$ cat config.mk
export PLATFORM = sky130hd
export DESIGN_NAME = rf_wb_arbiter
export DESIGN_NICKNAME = d
export VERILOG_FILES = /design/src/rtl/rf_wb_arbiter.sv
export SDC_FILE = /design/constraint.sdc
export NUM_CORES = 1
export LEC_CHECK = 0
export BUFFER_PORTS_ARGS = -buffer_cell sky130_fd_sc_hd__buf_2
export CORE_MARGIN = 2
export CORE_UTILIZATION = 52
export CTS_CLUSTER_SIZE = 16
export DETAILED_ROUTE_END_ITERATION = 10
export PLACE_DENSITY_LB_ADDON = 0.08
export SYNTH_ARGS = -nofsm -noshare
export SYNTH_HDL_FRONTEND = slang
export SYNTH_SLANG_ARGS = --single-unit
$ cat constraint.sdc
create_clock -name clk -period 2.6 [get_ports clk]
set_clock_uncertainty 0.05 [all_clocks]
set_input_delay 0.39 -clock clk [delete_from_list [all_inputs] [get_ports clk]]
set_output_delay 0.39 -clock clk [all_outputs]
set_load 0.02 [all_outputs]
$ cat src/rtl/rf_wb_arbiter.sv
// rf_wb_arbiter: shares the single register-file write port between the
// pipeline writeback stage (always wins) and the mul/div unit. Mul/div
// results that lose are queued in a small in-order buffer and drained when
// the port is free. Later pipeline writes to the same GPR kill queued entries.

// One buffer slot: holds {wreg, wdata, kill} plus a valid bit.
module rf_wb_entry (
  input  logic        clk,
  input  logic        resetn,
  input  logic        push,
  input  logic        pop,
  input  logic        kill_en,
  input  logic [4:0]  kill_reg,
  input  logic [4:0]  in_wreg,
  input  logic [31:0] in_wdata,
  output logic        valid,
  output logic        kill,
  output logic [4:0]  wreg,
  output logic [31:0] wdata
);

  // Push loads a fresh live entry; pop frees it; a younger pipeline write to
  // the same GPR marks the entry dead so it drains without writing.
  always_ff @(posedge clk or negedge resetn) begin
    if (!resetn) begin
      valid <= 1'b0;
      kill  <= 1'b0;
      wreg  <= '0;
      wdata <= '0;
    end else if (push) begin
      valid <= 1'b1;
      kill  <= 1'b0;
      wreg  <= in_wreg;
      wdata <= in_wdata;
    end else if (pop) begin
      valid <= 1'b0;
      kill  <= 1'b0;
    end else if (valid && kill_en && (wreg == kill_reg)) begin
      kill  <= 1'b1;
    end
  end

endmodule

module rf_wb_arbiter #(
  parameter int DEPTH = 2,
  parameter int CNT_W = $clog2(DEPTH) + 1
) (
  input  logic             clk,
  input  logic             resetn,
  input  logic             pipe_wen,
  input  logic [4:0]       pipe_wreg,
  input  logic [31:0]      pipe_wdata,
  input  logic             md_valid,
  input  logic [4:0]       md_wreg,
  input  logic [31:0]      md_wdata,
  output logic             md_ready,
  output logic             rf_wen,
  output logic [4:0]       rf_wreg,
  output logic [31:0]      rf_wdata,
  output logic [31:0]      pend_mask,
  output logic [CNT_W-1:0] buf_count
);

  localparam int PTR_W = $clog2(DEPTH);

  logic [PTR_W-1:0]           head, tail;
  logic [CNT_W-1:0]           count;
  logic [DEPTH-1:0]           e_valid, e_kill;
  logic [DEPTH-1:0][4:0]      e_wreg;
  logic [DEPTH-1:0][31:0]     e_wdata;

  logic pipe_act, head_v, head_kill, accept, md_killed, flow, push, pop;

  assign pipe_act  = pipe_wen && (pipe_wreg != 5'd0);
  assign head_v    = (count != '0);
  assign head_kill = e_kill[head];
  // Ready looks only at registered occupancy, never at a same-cycle pop.
  assign md_ready  = resetn && (count < CNT_W'(DEPTH));
  assign accept    = md_valid && md_ready;
  // The md result is older than a same-cycle pipeline write to its GPR.
  assign md_killed = pipe_act && (md_wreg == pipe_wreg);
  assign flow      = !pipe_act && !head_v && accept && (md_wreg != 5'd0);
  // A killed head always drains; a live head drains only when the pipe is idle.
  assign pop       = head_v && (head_kill || !pipe_act);
  assign push      = accept && (md_wreg != 5'd0) && !flow && !md_killed;
  assign buf_count = count;

  genvar g;
  generate
    for (g = 0; g < DEPTH; g++) begin : g_ent
      rf_wb_entry u_ent (
        .clk      (clk),
        .resetn   (resetn),
        .push     (push && (tail == PTR_W'(g))),
        .pop      (pop && (head == PTR_W'(g))),
        .kill_en  (pipe_act),
        .kill_reg (pipe_wreg),
        .in_wreg  (md_wreg),
        .in_wdata (md_wdata),
        .valid    (e_valid[g]),
        .kill     (e_kill[g]),
        .wreg     (e_wreg[g]),
        .wdata    (e_wdata[g])
      );
    end
  endgenerate

  // Port select in priority order: pipeline, live head, md flow-through.
  always_comb begin
    rf_wen   = 1'b0;
    rf_wreg  = '0;
    rf_wdata = '0;
    if (resetn) begin
      if (pipe_act) begin
        rf_wen   = 1'b1;
        rf_wreg  = pipe_wreg;
        rf_wdata = pipe_wdata;
      end else if (head_v && !head_kill) begin
        rf_wen   = 1'b1;
        rf_wreg  = e_wreg[head];
        rf_wdata = e_wdata[head];
      end else if (flow) begin
        rf_wen   = 1'b1;
        rf_wreg  = md_wreg;
        rf_wdata = md_wdata;
      end
    end
  end

  // Pending-write mask over live queued entries, from registered state only.
  always_comb begin
    pend_mask = '0;
    for (int i = 0; i < DEPTH; i++)
      if (e_valid[i] && !e_kill[i]) pend_mask[e_wreg[i]] = 1'b1;
  end

  // FIFO pointers and occupancy; pointers wrap naturally (DEPTH is 2^n).
  always_ff @(posedge clk or negedge resetn) begin
    if (!resetn) begin
      head  <= '0;
      tail  <= '0;
      count <= '0;
    end else begin
      if (push) tail <= tail + PTR_W'(1);
      if (pop)  head <= head + PTR_W'(1);
      count <= count + CNT_W'(push) - CNT_W'(pop);
    end
  end

endmodule
==> results.py, run 1 <==
metrics = {
    "floorplanning": {
        "die_x_um": 102,
        "die_h_um": 102,
        "initial_core_util_pct": 54.1,
        "die_area_um2": 10500,
        "fp-row-count": 35,
        "ioPinCount": 151,
        "core_um2": 9330,
    },
    "clock_tree": {
        "clkSinkCount": 82,
        "clk_pin_slew_worst_paths_ns": 0.08,
        "cts_buffers": 9,
        "htreeDepth": 3,
        "hold_buffers": 0,
        "cts-root-to-sink-buffers": 2,
        "clock_latency_ns": 0.35,
        "cts-root-buf": "clkbuf_8",
        "cts_tree": "built",
    },
    "drt": {
        "num_vias": 4440,
        "highest_layer": "met4",
        "wl_per_cell_um": 16.6,
        "ant_nets": 0,
        "drt-met1-wl_um": 5830,
        "drt_iter0_markers": 191,
        "via_per_inst": 5.71,
        "wl_met2_um": 6220,
        "dr.pass1.iters": 4,
        "routed-wl-met3_um": 640,
        "totalWireLength_um": 12900,
        "drc": 0,
    },
    "grt": {
        "grt_usage_pct": 24.9,
        "grt_max_degree": 122,
        "grt_pass1_wl_um": 20700,
        "grt_overflow_total": 0,
        "antenna_found_initial": 0,
        "grt_pass1_vias": 4234,
    },
    "sta": {
        "rsz0062_at_grt": "no",
        "worst_slew_pin_slew_ns": 0.571,
        "min_period_ns": 2.50,
        "slew_violations": 0,
        "tns_ns": 0,
        "setup_viol": 0,
        "finalHoldViolCount": 0,
        "hold_ws_ns": 0.0547,
        "max_freq_mhz": 400,
        "fin_crit_sh_pct": 96.2,
        "slew_headroom_pct": 61.9,
    },
    "logic_synthesis": {
        "synth_area_um2": 5040,
        "yosysSeqAreaShare_pct": 40.7,
        "async_flop_share_pct": 100,
        "synthCells": 508,
        "yosys_warnings": 0,
        "synth_ff_type": "dfrtp_1",
        "ys_types": 42,
        "syn_area_per_cell_um2": 9.93,
        "synth_nets": 588,
        "yosys_register_bits": 82,
        "synth_edf_count": 0,
    },
    "critical_path": {
        "endpoint_kind": "primary output",
        "rrSetupSlack_ns": 0.66,
        "rr_worst_depth": 7,
        "cp-endpoint": "rf_wdata[10]",
        "crit_type": "input port to primary output",
        "critPathMaxFanout": 20,
        "r2r_start": "buf_count[1]$_DFF_PN0_",
        "start_kind": "input port",
        "cp.arrival_ns": 2.06,
        "r2r-end": "buf_count[1]$_DFF_PN0_",
        "crit_start": "md_wreg[0]",
        "required_ns": 2.16,
    },
    "final_layout": {
        "fin_nets": 723,
        "largest-register": "g_ent.u_ent.wdata",
        "final.fill_count": 784,
        "stdcell_count": 777,
        "seqCellArea_um2": 2050,
        "antenna_cells": 0,
        "syn_to_final_growth_pct": 24.3,
        "layout_common_cells": "buf_2 (149), dfrtp_1 (81), o21ai_0 (73), mux2_2 (58), nor2_1 (44)",
        "drive_above_1_share_pct": 42.9,
        "top_regs": "g_ent.u_ent.wdata: 64 flops, g_ent.u_ent.wreg: 10 flops",
        "largest_register_ffs": 64,
        "layout_commonest_cell": "buf_2",
        "fin_util_pct": 67.2,
        "multi_input_area_um2": 2840,
    },
    "place": {
        "hpwl_um": 8690,
        "portBuffers": 150,
        "numPlacedInstances": 758,
        "gp_congestion": 0.856,
    },
    "power": {
        "power_density_nw_per_um2": 1030,
        "power_mw": 6.45,
        "ir_drop_mv": 0.469,
        "leakage_nw": 2.96,
    },
    "worst_hold_path": {
        "hold_class": "input port to async pin",
    },
    "outcome": {
        "status": "finished clean",
    },
    "flow_run": {
        "drv_cap": 0,
    },
}
[area by class of cell]
cell class | instances | area share, %
clock inverters | 4 | 0.539
well taps | 129 | 2.57
flip-flops and latches | 82 | 32.7
clock buffers | 12 | 2.47
repair buffers | 171 | 16.4
inverters | 1 | 0.0599
multi-input cells | 378 | 45.2
[how the worst min path moves through the flow]
| stage | endpoint | startpoint | slack [ns] |
|---|---|---|---|
| after floorplan | buf_count[0]$_DFF_PN0_ | resetn | 0.04 |
| after global placement | tail$_DFFE_PN0N_ | tail$_DFFE_PN0N_ | 0.43 |
| after detailed placement | g_ent[0].u_ent.wdata[8]$_DFFE_PN0P_ | g_ent[0].u_ent.wdata[8]$_DFFE_PN0P_ | 0.44 |
| after CTS | g_ent[0].u_ent.wdata[24]$_DFFE_PN0P_ | resetn | 0.08 |
| after global routing | g_ent[0].u_ent.wdata[24]$_DFFE_PN0P_ | resetn | 0.11 |
| final | g_ent[0].u_ent.kill$_DFFE_PN0P_ | resetn | 0.05 |
[cell families after synthesis]
family	synth area share [%]
and+or+nand+nor	9.47
DFF	40.7
AOI/OAI and AO/OA	16.6
buffers and inverters	4.22
muxes	25.2
xor gates and xnor gates	3.30
adders and majority gates	0.496
[cells in the mapped netlist (2+ instances only)]
library cell  instances  area (µm²)
xor2_1                5        43.8
nand3_1               3        15.0
ha_1                  2        25.0
or3_1                 5        31.3
mux2i_1              38         380
a21oi_1              39         195
nand2_1               8        30.0
clkbuf_1             37         139
or3b_2                5        43.8
xnor2_1              14         123
buf_6                 3        33.8
o21ai_0              75         375
mux2_4               16         240
nand3b_1              8        60.1
mux2_2               58         653
nor3_1                3        15.0
nand2b_1              3        18.8
nor2_1               44         165
nor2b_1               2        12.5
dfrtp_1              82        2050
nand4_1               2        12.5
buf_2                 5        25.0
o22ai_1              32         200
[critical path, cell delays in order]
cell      delay, ns
buf_2          0.12
or4_1          0.52
o211ai_1       0.33
nor3_4         0.12
buf_12         0.19
a21oi_1        0.18
nor2_1         0.06
buf_2          0.15
[per-stage QoR]
stage | setup WS, ns | cell area, µm²
3_3_place_gp | 0.0544 | 6010
4_1_cts | 0.0262 | 6220
5_1_grt | 0.00972 | 6270
3_5_place_dp | 0.00926 | 6010
6_report | 0.0987 | 6270
2_1_floorplan | 0.109 | 5040
[layer usage]
layer  GRT usage (%)  vias up
met5               0        -
met1            33.9     2161
met2            41.3      147
met3            3.73       15
met4            7.90        0
li1                -     2117
[power by group]
part | switching [mW] | total [mW] | internal, mW
Clock | 0.468 | 0.875 | 0.407
Combinational | 1.56 | 3.12 | 1.57
Sequential | 0.550 | 2.45 | 1.90
[timing repair]
item | 4_1_cts | 5_1_grt
setup endpoints to repair | 37 | 35
buffers inserted | 0 | 3
pin swaps | 1 | 3
gates resized for setup | 2 | 6
(Power assumes the default switching activity.)
==> run 2, diff against run 1 <==
- CORE_UTILIZATION: 52 -> 53
- PLACE_DENSITY: not set -> 0.82
- PLACE_DENSITY_LB_ADDON: 0.08 -> not set
- SYNTH_HIERARCHICAL: not set -> 1
==> run 2 against run 1 <==
Net effect:
- clock-buffer cell count decreased by 2
- cell count increased by 0.26%
- clock power increased by 9.1%
- utilization about the same
- total power increased by 0.63%
- critical path type unchanged
- via count increased by 3.3%
- sequential share of layout area increased by 0.18 points
- critical path depth unchanged
- fmax decreased by 0.38%
==> results.py, run 2 <==
metrics = {
    "outcome": {
        "status": "finished clean",
    },
    "critical_path": {
        "rr_worst_depth": 5,
        "cp.depth": 8,
        "cp.arrival_ns": 2.07,
        "critPathTopFamily": "simple AND/OR/NAND/NOR gates",
        "cpPeakStageDelay_ns": 0.57,
        "rrSetupSlack_ns": 0.49,
        "cp-endpoint": "rf_wdata[1]",
        "required_ns": 2.16,
        "crit_top_cell": "buf_2",
        "endpoint_kind": "primary output",
        "crit_type": "input port to primary output",
        "r2r_start": "buf_count[1]$_DFF_PN0_",
        "worstPathCellList": "buf_2 > or4_1 > o21ai_4 > buf_4 > o21ai_0 > a21oi_1 > nor2_1 > buf_2",
        "crit_start": "pipe_wreg[0]",
        "critPathMaxFanout": 23,
        "r2r-end": "g_ent[1].u_ent/wdata[30]$_DFFE_PN0P_",
        "cp_slowest_cell": "or4_1",
        "crit_buf_inv": 3,
        "start_kind": "input port",
    },
    "final_layout": {
        "drive_above_1_share_pct": 42.6,
        "antenna_cells": 0,
        "fin_nets": 726,
        "largest_register_ffs": 64,
        "stdcell_area_um2": 6240,
        "layout_common_cells": "buf_2 (149), dfrtp_1 (81), o21ai_0 (68), mux2_2 (58), nor2_1 (44)",
        "layout_commonest_cell": "buf_2",
        "largest-register": "g_ent.u_ent/wdata",
        "fin_util_pct": 67.2,
        "top_regs": "g_ent.u_ent/wdata: 64 flops, g_ent.u_ent/wreg: 10 flops",
        "syn_to_final_growth_pct": 22.6,
    },
    "clock_tree": {
        "hold_buffers": 0,
        "clkSinkCount": 82,
        "cts_tree": "built",
        "cts_buffers": 9,
        "clock_latency_ns": 0.35,
        "cts-root-to-sink-buffers": 2,
        "htreeDepth": 3,
        "cts-root-buf": "clkbuf_8",
        "clk_pin_slew_worst_paths_ns": 0.09,
    },
    "sta": {
        "worst_slew_pin_slew_ns": 0.543,
        "fin_crit_sh_pct": 96.6,
        "tns_ns": 0,
        "rsz0062_at_grt": "no",
        "slew_headroom_pct": 63.8,
        "setup_viol": 0,
        "hold_ws_ns": 0.0893,
        "min_period_ns": 2.51,
        "finalHoldViolCount": 0,
        "slew_violations": 0,
        "max_freq_mhz": 398,
    },
    "logic_synthesis": {
        "synth_top_area_share_pct": 40.3,
        "synth_area_um2": 5090,
        "synth_area_leaders": "dfrtp_1 (40%), mux2_2 (13%), mux2i_1 (7.5%)",
        "synth_most_common_cell": "dfrtp_1",
        "yosysTopAreaCell": "dfrtp_1",
        "ys_types": 40,
        "synth_ff_type": "dfrtp_1",
        "yosys_register_bits": 82,
        "synth_nets": 587,
        "synthCells": 507,
        "syn_area_per_cell_um2": 10.0,
        "yosys_warnings": 6,
        "async_flop_share_pct": 100,
        "synth_edf_count": 0,
        "yosysSeqAreaShare_pct": 40.3,
        "synth.top_cells.by_count": "dfrtp_1 (82), o21ai_0 (68), mux2_2 (58)",
    },
    "floorplanning": {
        "core_um2": 9280,
        "die_area_um2": 10400,
        "fp-row-count": 35,
        "initial_core_util_pct": 54.8,
        "die_h_um": 102,
        "ioPinCount": 151,
        "die_x_um": 102,
    },
    "power": {
        "leakage_nw": 2.92,
        "ir_drop_mv": 0.475,
        "power_density_nw_per_um2": 1040,
    },
    "grt": {
        "grt_pass1_vias": 4321,
        "antenna_found_initial": 0,
        "grt_usage_pct": 25.6,
        "grt_max_degree": 122,
        "grt_pass1_wl_um": 21100,
        "grt_overflow_total": 0,
    },
    "place": {
        "portBuffers": 150,
        "gp_congestion": 0.882,
        "placement.cell_area_um2": 5990,
        "hpwl_um": 9060,
    },
    "drt": {
        "num_vias": 4588,
        "drc": 0,
        "drt_iter0_markers": 289,
        "via_per_inst": 5.89,
        "ant_nets": 0,
        "wl_per_cell_um": 17.2,
        "dr.pass1.iters": 5,
        "totalWireLength_um": 13400,
    },
    "flow_run": {
        "drv_cap": 0,
    },
    "worst_hold_path": {
        "hold_class": "input port to async pin",
    },
}
## run 2: kinds of logic after synthesis
group	after synthesis	share of synthesized area (%)
xor+xnor	19	3.27
buf+inv	48	5.29
mux	112	25.0
fa+ha+maj	2	0.492
compound gates	151	16.3
simple gates	93	9.30
flops	82	40.3
## run 2: worst min path at each step
stage | to | cells past startpoint | from | slack, ns
6_report | g_ent[0].u_ent/wdata[16]$_DFFE_PN0P_ | 2 | resetn | 0.09
5_1_grt | g_ent[0].u_ent/wdata[15]$_DFFE_PN0P_ | 2 | resetn | 0.13
4_1_cts | g_ent[0].u_ent/wdata[15]$_DFFE_PN0P_ | 2 | resetn | 0.11
3_5_place_dp | g_ent[0].u_ent/wdata[21]$_DFFE_PN0P_ | 1 | g_ent[0].u_ent/wdata[21]$_DFFE_PN0P_ | 0.44
3_3_place_gp | g_ent[0].u_ent/wdata[7]$_DFFE_PN0P_ | 1 | g_ent[0].u_ent/wdata[7]$_DFFE_PN0P_ | 0.44
2_1_floorplan | buf_count[0]$_DFF_PN0_ | 0 | resetn | 0.04
## run 2: layer usage
metal  GRT usage [%]  part of all wire [%]  vias up
li1                -                     -     2108
met1            35.1                    42     2237
met2            41.5                    50      204
met3            3.42                   6.0       39
met4            9.95                   2.5        0
met5               0                     0        -
## run 2: where the power goes
part / internal [mW] / leakage (nW) / switching [mW]
clock network: 0.472 / 0.103 / 0.483
registers: 1.90 / 0.997 / 0.575
logic: 1.52 / 1.82 / 1.54
total: 3.89 / 2.92 / 2.60
## run 2: metrics by stage
| step | worst slack, ns | cells | total power, mW |
|---|---|---|---|
| 4_1_cts | 0.00523 | 777 | 6.44 |
| 6_report | 0.0891 | 779 | 6.49 |
| 5_1_grt | 0.0153 | 779 | 6.89 |
| 3_5_place_dp | -0.0372 | 762 | 5.46 |
| 3_3_place_gp | 0.0439 | 762 | 5.29 |
| 2_1_floorplan | 0.172 | 507 | 4.61 |
## run 2: cell type report
type	count	area [µm²]
Fill cell	744	3050
Multi-Input combinational cell	377	2820
Sequential cell	82	2050
Timing Repair Buffer	171	985
Tap cell	129	161
Clock buffer	10	138
Clock inverter	5	61.3
Inverter	5	18.8
## run 2: worst reg2reg max path, delay by kind of cell, from the launching register on
kind / cells / cell delay [ns]
AOI/OAI and AO/OA: 1 / 0.20
muxes: 1 / 0.36
DFF: 1 / 0.51
buffers and inverters: 1 / 0.21
and+or+nand+nor: 2 / 0.67
## run 2: timing repair
action	CTS	global route
resized for setup	1	6
pin swaps	0	1
buffers inserted	0	2
endpoints found under the hold margin	0	0
endpoints found under the setup margin	2	34
cloned	0	0
==> run 3, diff against run 2 <==
- CORE_UTILIZATION: 53 -> 47
- PLACE_DENSITY: 0.82 -> 0.77
- clock period: 2.6 -> 2.3 ns (I/O delays scaled with it)
==> run 3 against run 2 <==
Net effect:
- the flow now finishes with violations (negative setup slack)
- via count grew 6.2%
- design area increased by 16%
- sequential cell count is the same
- first-iteration DRC count fell by 3.1%
- global-route usage fell by 2.7 points
- cell count increased by 5.5%
- combinational power is 38% higher
- register-to-register slack got worse by 0.32 ns
==> results.py, run 3 (same netlist as run 2, synthesis figures left out) <==
metrics = {
    "floorplanning": {
        "die_x_um": 108,
        "die_area_um2": 11700,
        "die_h_um": 108,
        "initial_core_util_pct": 48.8,
        "ioPinCount": 151,
        "core_um2": 10400,
        "fp-row-count": 37,
    },
    "sta": {
        "finalHoldViolCount": 0,
        "setup_viol": 65,
        "slew_headroom_pct": 63.1,
        "fin_ws_ns": -0.127,
        "min_period_ns": 2.43,
        "rsz0062_at_grt": "yes",
        "max_freq_mhz": 412,
        "slew_violations": 0,
        "hold_ws_ns": 0.0393,
        "worst_slew_pin_slew_ns": 0.553,
        "tns_ns": -2.71,
        "fin_crit_sh_pct": 106,
    },
    "place": {
        "hpwl_um": 9280,
        "portBuffers": 150,
        "placement.cell_area_um2": 6070,
        "gp_congestion": 0.880,
        "numPlacedInstances": 778,
        "post-place-ws_ns": -0.222,
    },
    "drt": {
        "dr.pass1.iters": 7,
        "routed-wl-met3_um": 1080,
        "num_vias": 4873,
        "highest_layer": "met4",
        "drc": 0,
        "wl_met2_um": 8070,
        "via_per_inst": 5.93,
        "drt-met1-wl_um": 6560,
        "totalWireLength_um": 16200,
        "drt_iter0_markers": 280,
        "ant_nets": 0,
        "wl_per_cell_um": 19.7,
    },
    "final_layout": {
        "stdcell_area_um2": 7220,
        "fin_nets": 762,
        "syn_to_final_growth_pct": 41.9,
        "largest_register_ffs": 64,
        "layout_commonest_cell": "buf_2",
        "top_regs": "g_ent.u_ent/wdata: 64 flops, g_ent.u_ent/wreg: 10 flops",
        "drive_above_1_share_pct": 50.0,
        "antenna_cells": 0,
        "largest-register": "g_ent.u_ent/wdata",
        "stdcell_count": 822,
        "final.fill_count": 767,
        "layout_common_cells": "buf_2 (123), dfrtp_1 (75), buf_4 (45), nor2_1 (44), mux2_2 (43)",
    },
    "critical_path": {
        "crit_type": "input port to primary output",
        "start_kind": "input port",
        "rrSetupSlack_ns": 0.17,
        "required_ns": 1.90,
        "endpoint_kind": "primary output",
        "rr_worst_depth": 8,
        "r2r-end": "buf_count[1]$_DFF_PN0_",
        "cp.arrival_ns": 2.03,
        "critPathMaxFanout": 12,
        "r2r_start": "buf_count[1]$_DFF_PN0_",
    },
    "clock_tree": {
        "clk_pin_slew_worst_paths_ns": 0.08,
        "clock_latency_ns": 0.35,
        "htreeDepth": 3,
        "clkSinkCount": 82,
        "cts_buffers": 9,
        "hold_buffers": 0,
        "cts-root-to-sink-buffers": 2,
        "cts-root-buf": "clkbuf_8",
        "cts_tree": "built",
    },
    "worst_hold_path": {
        "hold_class": "input port to async pin",
    },
    "power": {
        "power_density_nw_per_um2": 1140,
        "ir_drop_mv": 0.649,
        "leakage_nw": 3.31,
    },
    "grt": {
        "grt_pass1_wl_um": 21500,
        "grt_overflow_total": 0,
        "grt_max_degree": 122,
        "antenna_found_initial": 0,
        "grt_pass1_vias": 4501,
        "grt_usage_pct": 22.9,
    },
    "outcome": {
        "status": "complete, but fails checks",
        "violations": "negative setup slack",
    },
    "flow_run": {
        "drv_cap": 0,
    },
}
run 3: changes by cell type in the layout (fill, tap and decap cells not counted), moves of 11 or more:
cell | previous run | this run
o21ai_1 | 7 | 25
clkbuf_16 | 0 | 11
buf_4 | 14 | 45
mux2_4 | 16 | 31
o21ai_0 | 68 | 42
buf_2 | 149 | 123
mux2_2 | 58 | 43
run 3: power by group:
part	switching, mW	leakage [nW]	internal, mW
combinational	2.03	2.21	2.20
sequential	0.672	0.990	2.16
clock	0.534	0.113	0.643
total	3.24	3.31	4.99
run 3: per-stage QoR:
step,power [mW],util (%)
detailed placement,6.19,58.2
finish,8.23,69.3
CTS,7.43,61.7
floorplan,5.21,-
global route,8.70,69.3
global placement,6.02,58.2
run 3: what timing repair did:
item | in CTS | in global routing
pin swaps | 3 | 25
resized for setup | 23 | 115
setup buffers | 2 | 14
setup endpoints to repair | 43 | 127
gates cloned | 1 | 13
run 3: cell type report:
class | instances | area [µm²] | area share (%)
Clock inverter | 5 | 86.3 | 1.20
Inverter | 5 | 21.3 | 0.295
Sequential cell | 82 | 2060 | 28.5
Timing Repair Buffer | 207 | 1700 | 23.5
Clock buffer | 10 | 138 | 1.91
Multi-Input combinational cell | 377 | 3050 | 42.2
Tap cell | 136 | 170 | 2.36
run 3: worst max-delay path by stage:
| stage | startpoint | end | slack (ns) | cells past startpoint |
|---|---|---|---|---|
| after global routing | pipe_wreg[3] | buf_count[1]$_DFF_PN0_ | -0.17 | 14 |
| after detailed placement | pipe_wreg[0] | buf_count[1]$_DFF_PN0_ | -0.22 | 11 |
| final | pipe_wreg[3] | rf_wdata[4] | -0.13 | 9 |
| after floorplan | pipe_wreg[0] | g_ent[0].u_ent/wdata[20]$_DFFE_PN0P_ | -0.02 | 9 |
| after CTS | pipe_wreg[0] | rf_wdata[19] | -0.03 | 9 |
| after global placement | pipe_wreg[0] | buf_count[1]$_DFF_PN0_ | -0.20 | 11 |
run 3: per-layer routing:
layer | up-vias | global-route usage, %
met5 | - | 0
li1 | 2190 | -
met1 | 2376 | 30.6
met2 | 257 | 38.8
met3 | 50 | 3.07
met4 | 0 | 7.14
run 3: critical path, cell delays in order:
cell and delay, ns:
buf_6 0.10, or4_4 0.53, o21ai_4 0.16, buf_12 0.15
buf_12 0.13, buf_16 0.14, o21ai_0 0.12, nor2_1 0.19
buf_4 0.17
